--- config.mk ---
export PLATFORM = sky130hd
export DESIGN_NAME = call_stack_ctrl_flat
export DESIGN_NICKNAME = d
export VERILOG_FILES = /design/src/rtl/call_stack_ctrl_pkg.sv /design/src/rtl/call_stack_ctrl_if.sv /design/src/rtl/call_stack_ram.sv /design/src/rtl/call_stack_ctrl.sv /design/src/flat_wrapper.sv
export SDC_FILE = /design/constraint.sdc
export NUM_CORES = 2
export LEC_CHECK = 0
export CAP_MARGIN = 20
export CORE_ASPECT_RATIO = 0.8
export CORE_MARGIN = 8
export CORE_UTILIZATION = 59
export DETAILED_ROUTE_END_ITERATION = 6
export GPL_TIMING_DRIVEN = 0
export PLACE_DENSITY = 0.78
export REMOVE_ABC_BUFFERS = 1
export SYNTH_ARGS = -nofsm -noshare
export SYNTH_HDL_FRONTEND = slang
export SYNTH_SLANG_ARGS = --single-unit
--- constraint.sdc ---
create_clock -name clk -period 11.2 [get_ports clk]
set_clock_uncertainty 0.1 [all_clocks]
set_input_delay 2.24 -clock clk [delete_from_list [all_inputs] [get_ports clk]]
set_output_delay 2.24 -clock clk [all_outputs]
set_load 0.02 [all_outputs]
--- src/rtl/call_stack_ctrl_pkg.sv ---
// Shared constants and types for the return-address stack controller.
// Contents:
//   LANES, DEPTH, IP_WIDTH, PTR_W, CNT_W : front-end widths used by the RAS
//   ckpt_t                               : {tos,cnt} packing stored per branch
//   clampCnt()                           : limits an occupancy value to DEPTH
package call_stack_ctrl_pkg;

    localparam int LANES    = 2;
    localparam int DEPTH    = 16;
    localparam int IP_WIDTH = 48;
    localparam int PTR_W    = 4;
    localparam int CNT_W    = PTR_W + 1;

    typedef struct packed {
        logic [PTR_W-1:0] tos;
        logic [CNT_W-1:0] cnt;
    } ckpt_t;

    // A restored occupancy larger than the stack is meaningless; cap it.
    function automatic logic [CNT_W-1:0] clampCnt(input logic [CNT_W-1:0] c);
        if (c > CNT_W'(DEPTH)) begin
            clampCnt = CNT_W'(DEPTH);
        end else begin
            clampCnt = c;
        end
    endfunction

endpackage

--- src/rtl/call_stack_ctrl_if.sv ---
// Bus between the front end (master) and the return-address stack (slave).
// Inputs to the stack: stall, per-lane vld/push/pop/ret_ip, restore request.
// Outputs of the stack: checkpoint {tos,cnt}, per-lane predictions, underflow.
interface call_stack_ctrl_if;
    import call_stack_ctrl_pkg::*;

    logic                      stall;
    logic [LANES-1:0]          ln_vld;
    logic [LANES-1:0]          ln_push;
    logic [LANES-1:0]          ln_pop;
    logic [LANES*IP_WIDTH-1:0] ln_ret_ip;
    logic                      restore_en;
    logic [PTR_W-1:0]          restore_tos;
    logic [CNT_W-1:0]          restore_cnt;
    logic [PTR_W-1:0]          ckpt_tos;
    logic [CNT_W-1:0]          ckpt_cnt;
    logic [LANES-1:0]          pred_vld;
    logic [LANES*IP_WIDTH-1:0] pred_ip;
    logic                      underflow;

    modport master (
        output stall, ln_vld, ln_push, ln_pop, ln_ret_ip,
               restore_en, restore_tos, restore_cnt,
        input  ckpt_tos, ckpt_cnt, pred_vld, pred_ip, underflow
    );

    modport slave (
        input  stall, ln_vld, ln_push, ln_pop, ln_ret_ip,
               restore_en, restore_tos, restore_cnt,
        output ckpt_tos, ckpt_cnt, pred_vld, pred_ip, underflow
    );

endinterface

--- src/rtl/call_stack_ram.sv ---
// DEPTH x IP_WIDTH register file holding return IPs.
// Ports: clk; per-lane write enable/address/data (higher lane wins on a
// shared address); per-lane asynchronous read address/data.
// Contents are deliberately not reset.
module call_stack_ram
    import call_stack_ctrl_pkg::*;
(
    input  logic                clk,
    input  logic                wrEn   [LANES],
    input  logic [PTR_W-1:0]    wrAddr [LANES],
    input  logic [IP_WIDTH-1:0] wrData [LANES],
    input  logic [PTR_W-1:0]    rdAddr [LANES],
    output logic [IP_WIDTH-1:0] rdData [LANES]
);

    logic [IP_WIDTH-1:0] memR [DEPTH];

    // Write ports applied in lane order so the youngest lane's write lands last.
    always_ff @(posedge clk) begin
        for (int i = 0; i < LANES; i++) begin
            if (wrEn[i]) begin
                memR[wrAddr[i]] <= wrData[i];
            end
        end
    end

    // Asynchronous read ports.
    always_comb begin
        for (int i = 0; i < LANES; i++) begin
            rdData[i] = memR[rdAddr[i]];
        end
    end

endmodule

--- src/rtl/call_stack_ctrl.sv ---
// Return-address stack controller.
// Ports: clk, rst (synchronous, active-high), bus (call_stack_ctrl_if.slave).
// Lanes are applied oldest first through a tos/cnt chain; pops read the RAM
// or, when an older lane pushed that slot this cycle, that lane's ret IP.
// Predictions and underflow are registered; the checkpoint is the live tos/cnt.
module call_stack_ctrl
    import call_stack_ctrl_pkg::*;
(
    input  logic             clk,
    input  logic             rst,
    call_stack_ctrl_if.slave bus
);

    logic [PTR_W-1:0]          tosR;
    logic [CNT_W-1:0]          cntR;
    logic [LANES-1:0]          predVldR;
    logic [LANES*IP_WIDTH-1:0] predIpR;
    logic                      underflowR;

    logic [PTR_W-1:0]    tosS;
    logic [CNT_W-1:0]    cntS;
    logic                laneActiveS;
    logic                wrEnS   [LANES];
    logic [PTR_W-1:0]    wrAddrS [LANES];
    logic [IP_WIDTH-1:0] wrDataS [LANES];
    logic [PTR_W-1:0]    rdAddrS [LANES];
    logic [IP_WIDTH-1:0] rdDataS [LANES];
    logic [IP_WIDTH-1:0] predIpS [LANES];
    logic [LANES-1:0]    predVldS;
    logic                underflowS;
    ckpt_t               ckptS;

    assign laneActiveS = !rst && !bus.restore_en && !bus.stall;

    // Lane-serial stack pointer chain: each lane sees the tos/cnt left by older lanes.
    always_comb begin
        tosS       = tosR;
        cntS       = cntR;
        predVldS   = '0;
        underflowS = 1'b0;
        for (int i = 0; i < LANES; i++) begin
            wrEnS[i]   = 1'b0;
            wrAddrS[i] = '0;
            wrDataS[i] = bus.ln_ret_ip[i*IP_WIDTH +: IP_WIDTH];
            rdAddrS[i] = '0;
        end
        for (int i = 0; i < LANES; i++) begin
            if (laneActiveS && bus.ln_vld[i]) begin
                // Pop before push so a call+ret lane replaces the top entry.
                if (bus.ln_pop[i]) begin
                    if (cntS != CNT_W'(0)) begin
                        rdAddrS[i]  = tosS;
                        predVldS[i] = 1'b1;
                        tosS        = tosS - PTR_W'(1);
                        cntS        = cntS - CNT_W'(1);
                    end else begin
                        underflowS = 1'b1;
                    end
                end else begin
                    rdAddrS[i] = '0;
                end
                if (bus.ln_push[i]) begin
                    tosS       = tosS + PTR_W'(1);
                    wrEnS[i]   = 1'b1;
                    wrAddrS[i] = tosS;
                    if (cntS != CNT_W'(DEPTH)) begin
                        cntS = cntS + CNT_W'(1);
                    end else begin
                        cntS = cntS;
                    end
                end else begin
                    wrEnS[i] = 1'b0;
                end
            end else begin
                predVldS[i] = 1'b0;
            end
        end
    end

    // Prediction mux: youngest older lane that wrote the popped slot this cycle wins over the RAM.
    always_comb begin
        for (int i = 0; i < LANES; i++) begin
            if (predVldS[i]) begin
                predIpS[i] = rdDataS[i];
                for (int j = 0; j < i; j++) begin
                    predIpS[i] = (wrEnS[j] && (wrAddrS[j] == rdAddrS[i])) ? wrDataS[j] : predIpS[i];
                end
            end else begin
                predIpS[i] = '0;
            end
        end
    end

    call_stack_ram u_ram (
        .clk    (clk),
        .wrEn   (wrEnS),
        .wrAddr (wrAddrS),
        .wrData (wrDataS),
        .rdAddr (rdAddrS),
        .rdData (rdDataS)
    );

    // State and output registers: reset beats restore, restore beats stall.
    always_ff @(posedge clk) begin
        if (rst) begin
            tosR       <= '0;
            cntR       <= '0;
            predVldR   <= '0;
            predIpR    <= '0;
            underflowR <= 1'b0;
        end else if (bus.restore_en) begin
            tosR       <= bus.restore_tos;
            cntR       <= clampCnt(bus.restore_cnt);
            predVldR   <= '0;
            predIpR    <= '0;
            underflowR <= 1'b0;
        end else if (!bus.stall) begin
            tosR       <= tosS;
            cntR       <= cntS;
            predVldR   <= predVldS;
            underflowR <= underflowS;
            for (int i = 0; i < LANES; i++) begin
                predIpR[i*IP_WIDTH +: IP_WIDTH] <= predIpS[i];
            end
        end
    end

    assign ckptS         = '{tos: tosR, cnt: cntR};
    assign bus.ckpt_tos  = ckptS.tos;
    assign bus.ckpt_cnt  = ckptS.cnt;
    assign bus.pred_vld  = predVldR;
    assign bus.pred_ip   = predIpR;
    assign bus.underflow = underflowR;

endmodule

--- src/flat_wrapper.sv ---
// flat-port wrapper written by rule: the top's interface ports become plain ports
module call_stack_ctrl_flat import call_stack_ctrl_pkg::*;
  (clk, rst, bus_stall, bus_ln_vld, bus_ln_push, bus_ln_pop, bus_ln_ret_ip, bus_restore_en, bus_restore_tos, bus_restore_cnt, bus_ckpt_tos, bus_ckpt_cnt, bus_pred_vld, bus_pred_ip, bus_underflow);
  call_stack_ctrl_if bus_i ();
  input  logic clk;
  input  logic rst;
  input wire logic [$bits(bus_i.stall)-1:0] bus_stall;
  input wire logic [$bits(bus_i.ln_vld)-1:0] bus_ln_vld;
  input wire logic [$bits(bus_i.ln_push)-1:0] bus_ln_push;
  input wire logic [$bits(bus_i.ln_pop)-1:0] bus_ln_pop;
  input wire logic [$bits(bus_i.ln_ret_ip)-1:0] bus_ln_ret_ip;
  input wire logic [$bits(bus_i.restore_en)-1:0] bus_restore_en;
  input wire logic [$bits(bus_i.restore_tos)-1:0] bus_restore_tos;
  input wire logic [$bits(bus_i.restore_cnt)-1:0] bus_restore_cnt;
  output wire logic [$bits(bus_i.ckpt_tos)-1:0] bus_ckpt_tos;
  output wire logic [$bits(bus_i.ckpt_cnt)-1:0] bus_ckpt_cnt;
  output wire logic [$bits(bus_i.pred_vld)-1:0] bus_pred_vld;
  output wire logic [$bits(bus_i.pred_ip)-1:0] bus_pred_ip;
  output wire logic [$bits(bus_i.underflow)-1:0] bus_underflow;
  assign bus_i.stall = bus_stall;
  assign bus_i.ln_vld = bus_ln_vld;
  assign bus_i.ln_push = bus_ln_push;
  assign bus_i.ln_pop = bus_ln_pop;
  assign bus_i.ln_ret_ip = bus_ln_ret_ip;
  assign bus_i.restore_en = bus_restore_en;
  assign bus_i.restore_tos = bus_restore_tos;
  assign bus_i.restore_cnt = bus_restore_cnt;
  assign bus_ckpt_tos = bus_i.ckpt_tos;
  assign bus_ckpt_cnt = bus_i.ckpt_cnt;
  assign bus_pred_vld = bus_i.pred_vld;
  assign bus_pred_ip = bus_i.pred_ip;
  assign bus_underflow = bus_i.underflow;
  call_stack_ctrl u_core (.clk(clk), .rst(rst), .bus(bus_i));
endmodule
# Word-level counts from Yosys, hierarchy flattened
# Memories as Yosys holds them, arrays and structs flattened.
# Index checks and enable logic that the tools add are counted.
# W data, S select, Z words.
[totals]
mem_bits_ro = 0
n_memories = 1
wordCells = 90
ramBits = 768
latch_bits = 0
regBits = 108
input_bits = 115
[classes]
order_cmp = 1
n_shift = 0
addsub = 8
muxes = 60
n_mul = 0
n_bitwise = 0
reduce_logical = 11
div_mod_pow = 0
eq_ne = 4
[mem_list]
columns = ["memory", "words", "width", "rd", "rd_clocked_by_memory_dff", "write_ports", "line_no", "text"]
rows = [
  ["u_core.u_ram.memR", 16, 48, 2, 0, 2, "call_stack_ram.sv:16", "logic [IP_WIDTH-1:0] memR [DEPTH];"],
]
[ops]
columns = ["operator", "count"]
rows = [
  ["$mux W48", 3],
  ["$mux W4", 22],
  ["$mux W5", 15],
  ["$mux W1", 20],
  ["$add A5 B1 Y5 const B", 2],
  ["$ne A5 B5 Y1 const B", 2],
  ["$reduce_bool A5 Y1", 2],
  ["$sub A5 B1 Y5 const B", 2],
  ["$add A4 B1 Y4 const B", 2],
  ["$sub A4 B1 Y4 const B", 2],
  ["$gt A5 B5 Y1 const B", 1],
  ["$logic_and A1 B1 Y1", 5],
  ["$eq A4 B4 Y1", 1],
  ["$logic_not A1 Y1", 3],
  ["$ne A2 B1 Y1 const B", 1],
  ["$reduce_or A2 Y1", 1],
]

# Longest topological paths before layout
[depth]
ltp_word = 19
mapped_depth = 36
ltp_nobuf = 28

# Cells and area by module
# Synthesis repeated with hierarchy kept, for this count alone.
[unflattened]
cells_unflattened = 3312
area_unflattened_um2 = 49902.9
[modules_own_cells]
columns = ["module", "n_inst", "area_each_um2", "seq_area_each_um2", "cells_per_inst"]
rows = [
  ["call_stack_ram", 1, 43913.4, 23062.1, 2568],
  ["call_stack_ctrl", 1, 5989.5, 2162.1, 744],
]

# Least setup slack after synthesis
# OpenSTA, ideal clock, no wires.
[synth_path]
kind = "input to register"
startpoint = "in bus_stall"
endpoint = "mem u_core.u_ram.memR[9][0] (enable)"
n_path_buf = 7
arrival_ns = 9.428
path_slack_ns = 1.202
cell_stages = 25
t_required_ns = 10.629
setup_ns = 0.471
path_cell_list = "buf_2 -> or4b_1 -> buf_2 -> clkbuf_1 -> nor3_1 -> and3_1 -> nor3_1 -> or2_2 -> clkbuf_1 -> clkinv_1 -> ha_1 -> and4_1 -> buf_2 -> and3_1 -> clkbuf_1 -> inv_2 -> clkbuf_1 -> ha_1 -> nand2_1 -> o21a_1 -> inv_2 -> ha_1 -> nor3_1 -> nand2_1 -> o22ai_1"
[synth_lines]
columns = ["element", "line_no", "text"]
rows = [
  ["start: declaration", "flat_wrapper.sv:7", "input wire logic [$bits(bus_i.stall)-1:0] bus_stall;"],
  ["end: declaration", "call_stack_ram.sv:16", ""],
]

==> metrics <==
failing checks DRC, setup timing; Pwr Total 7740 uW; most frequent CP cell buf_16; critical path's top delay family simple AND/OR/NAND/NOR gates; count of final hold-check violations 0; Total GRT Usage 36.6%; Final ANT Viol Nets 0; count of non-filler cells in the finished layout 5084; worst-margin pin slew 1.11 ns; top_reg_cell synth edfxtp_1; core region area 0.0873 sq mm; chip height 281 um; largest net degree at the start of global routing 73; starting density of the core 59.4%; post-route setup slack -0.181 ns; routed len/inst 36.5 um; FMAX 87.9 MHz; Remaining Overflow, GRT 0; Filler cells 5533; VDD IR max 107 uV; CP endpoint kind flop; Iter 0 DRT Violations 6590; H-tree Lvls 3; Area growth, synth to finish 17.3%; vias post-DR 39518; maxcap violations 0; status complete, but fails checks; layout cell share with drive strength beyond 1 36.9%; period utilization 102%; total die area 0.0977 sq mm; largest fanout on the critical path 51; fin crit period 11.38 ns; Max Root-Sink Buffers 3; Die X 347 um; IO Count 223; sequential share of the synthesized area 48.7%; TritonCTS clock tree built; gpl congestion 0.863; Mapped Area 0.0518 sq mm; WS Path Type in2reg; Num CTS Buffers 92; clk root buf clkbuf_16; leakage 0.0199 uW; dpl cell area 0.0577 sq mm; DR pass1 iterations 7; Syn Area/Cell 13.7 sq um; clock-pin slew on the worst setup and hold paths 0.06 ns; DRC Markers 163; Relative slew margins 25.4%; global-route wire length before repair 266000 um; Cells after DPL 4891; initial antenna violation count 19; # clock sinks 876; Clock Latency Late Sink 0.70 ns; drt via density 7.77; fin nets 3983; Crit path buffers/inverters 11; final hold slack 0.382 ns; PortBufs 222; Yosys reg bits 876; total negative slack -6.21 ns; final instance area 0.0608 sq mm; vias in the first global route 39441; Unique masters post-synth 90; Post-synth EDFFs 768; slowest library cell on the worst path or4b_4; Critical Path Max Stage Delay 0.83 ns; CP arrival 11.64 ns; Post-DP HPWL 115000 um; power per cell area 127 mW/mm^2; Data required, critical path 11.46 ns; cells after synthesis 3786; warnings from Yosys 0; final setup violation count 80; Startpoint Class primary input; FP Rows 97; Final Slew Violations 0; hold crit path type reg2reg; WL final 186000 um; asr flop ratio synth 0%
Yosys cell counts (77+ instances only):
| master | n | area [sq um] |
|---|---|---|
| clkbuf_1 | 275 | 1030 |
| mux2_4 | 95 | 1430 |
| a22oi_1 | 97 | 728 |
| nor2_1 | 77 | 289 |
| mux4_2 | 240 | 5410 |
| mux2_2 | 722 | 8130 |
| dfxtp_1 | 108 | 2160 |
| o211ai_1 | 99 | 743 |
| buf_2 | 92 | 460 |
| nand2_1 | 179 | 672 |
| edfxtp_1 | 768 | 23100 |
| o21ai_0 | 110 | 551 |
| nand4_1 | 106 | 663 |
| mux2i_1 | 196 | 1960 |
worst min-delay path, stage by stage (launching register included):
cell and delay [ns]:
dfxtp_1 0.32, nand2_1 0.05, a21oi_1 0.06
state kept, by name, summed over array words and instances, names as in the netlist:
name,count
u_core.bus.ckpt_tos,4
u_core.u_ram.memR,768
u_core.bus.pred_vld,2
u_core.bus.ckpt_cnt,5
u_core.bus.underflow,1
u_core.bus.pred_ip,96
logic make-up after synthesis:
| logic type | Yosys count | synth area share [%] |
|---|---|---|
| compound gates | 553 | 7.23 |
| xor+xnor | 14 | 0.263 |
| fa+ha+maj | 13 | 0.314 |
| buf+inv | 450 | 3.93 |
| flops | 876 | 48.7 |
| mux | 1304 | 33.8 |
| simple gates | 576 | 5.85 |
final timing paths:
kind                                       startpoint                             endpoint  slack (ns)  cells after the start
setup / recovery                                  rst   u_core.u_ram.memR[13][8]$_DFFE_PP_       -0.18                     27
setup reg to reg  u_core.bus.ckpt_cnt[0]$_SDFFE_PP0P_   u_core.u_ram.memR[13][8]$_DFFE_PP_        0.39                     32
hold reg to reg   u_core.bus.pred_vld[1]$_SDFFE_PP0N_  u_core.bus.pred_vld[1]$_SDFFE_PP0N_        0.38                      2
hold / removal    u_core.bus.pred_vld[1]$_SDFFE_PP0N_  u_core.bus.pred_vld[1]$_SDFFE_PP0N_        0.38                      2
cell type report:
| cell class | count | area (sq um) | share of cell area (%) |
|---|---|---|---|
| antenna | 14 | 35.0 | 0.0576 |
| multi-input combinational | 2461 | 25000 | 41.1 |
| tap | 1138 | 1420 | 2.34 |
| sequential | 876 | 25200 | 41.5 |
| inverter | 25 | 101 | 0.167 |
| clock buffer | 140 | 2700 | 4.44 |
| timing repair buffer | 399 | 6030 | 9.91 |
| clock inverter | 31 | 283 | 0.465 |
cell usage in the layout (no fill, tap or decap), types with 9 or more instances in the layout:
cell / n
a211oi_1: 9
a21oi_1: 69
a22oi_1: 97
and3_1: 54
buf_12: 54
buf_16: 81
buf_4: 11
buf_6: 17
buf_8: 16
clkbuf_1: 32
clkbuf_16: 97
clkbuf_8: 11
clkdlybuf4s50_1: 218
clkinv_1: 10
clkinv_2: 13
dfxtp_1: 106
diode_2: 14
edfxtp_1: 768
ha_1: 12
inv_1: 19
mux2_1: 51
mux2_2: 722
mux2_4: 95
mux2i_1: 196
mux4_2: 240
nand2_1: 177
nand3_1: 65
nand4_1: 106
nor2_1: 76
nor3_4: 9
o211ai_1: 99
o21ai_0: 107
o21bai_4: 9
o22ai_1: 52
o31ai_1: 53
what timing repair did:
action	in CTS	in global routing
hold endpoints to repair	0	0
gates resized for setup	6	2
hold buffers	0	0
setup endpoints to repair	950	295
pin swaps	1	4
cloned	1	0
setup buffers	0	7
power by group:
group / switching [uW] / total, uW / internal, uW
Clock: 1340 / 3100 / 1750
Combinational: 606 / 1040 / 434
Sequential: 27.3 / 3600 / 3580
Total: 1980 / 7740 / 5760
through the flow:
step                setup slack (ns)  util, %
finish                        -0.181     69.7
global placement              -26.65     61.4
detailed placement             -1.61     66.1
CTS                          0.00165     69.6
global route                 -0.0210     69.7
floorplan                      -9.90        -
per-layer routing:
layer / track usage [%] / part of all wire, %
met1: 45.5 / 34
met2: 55.5 / 44
met3: 11.2 / 15
met4: 23.9 / 7.6
met5: 0 / 0.033
No activity file was read; power rests on OpenSTA's default activity.
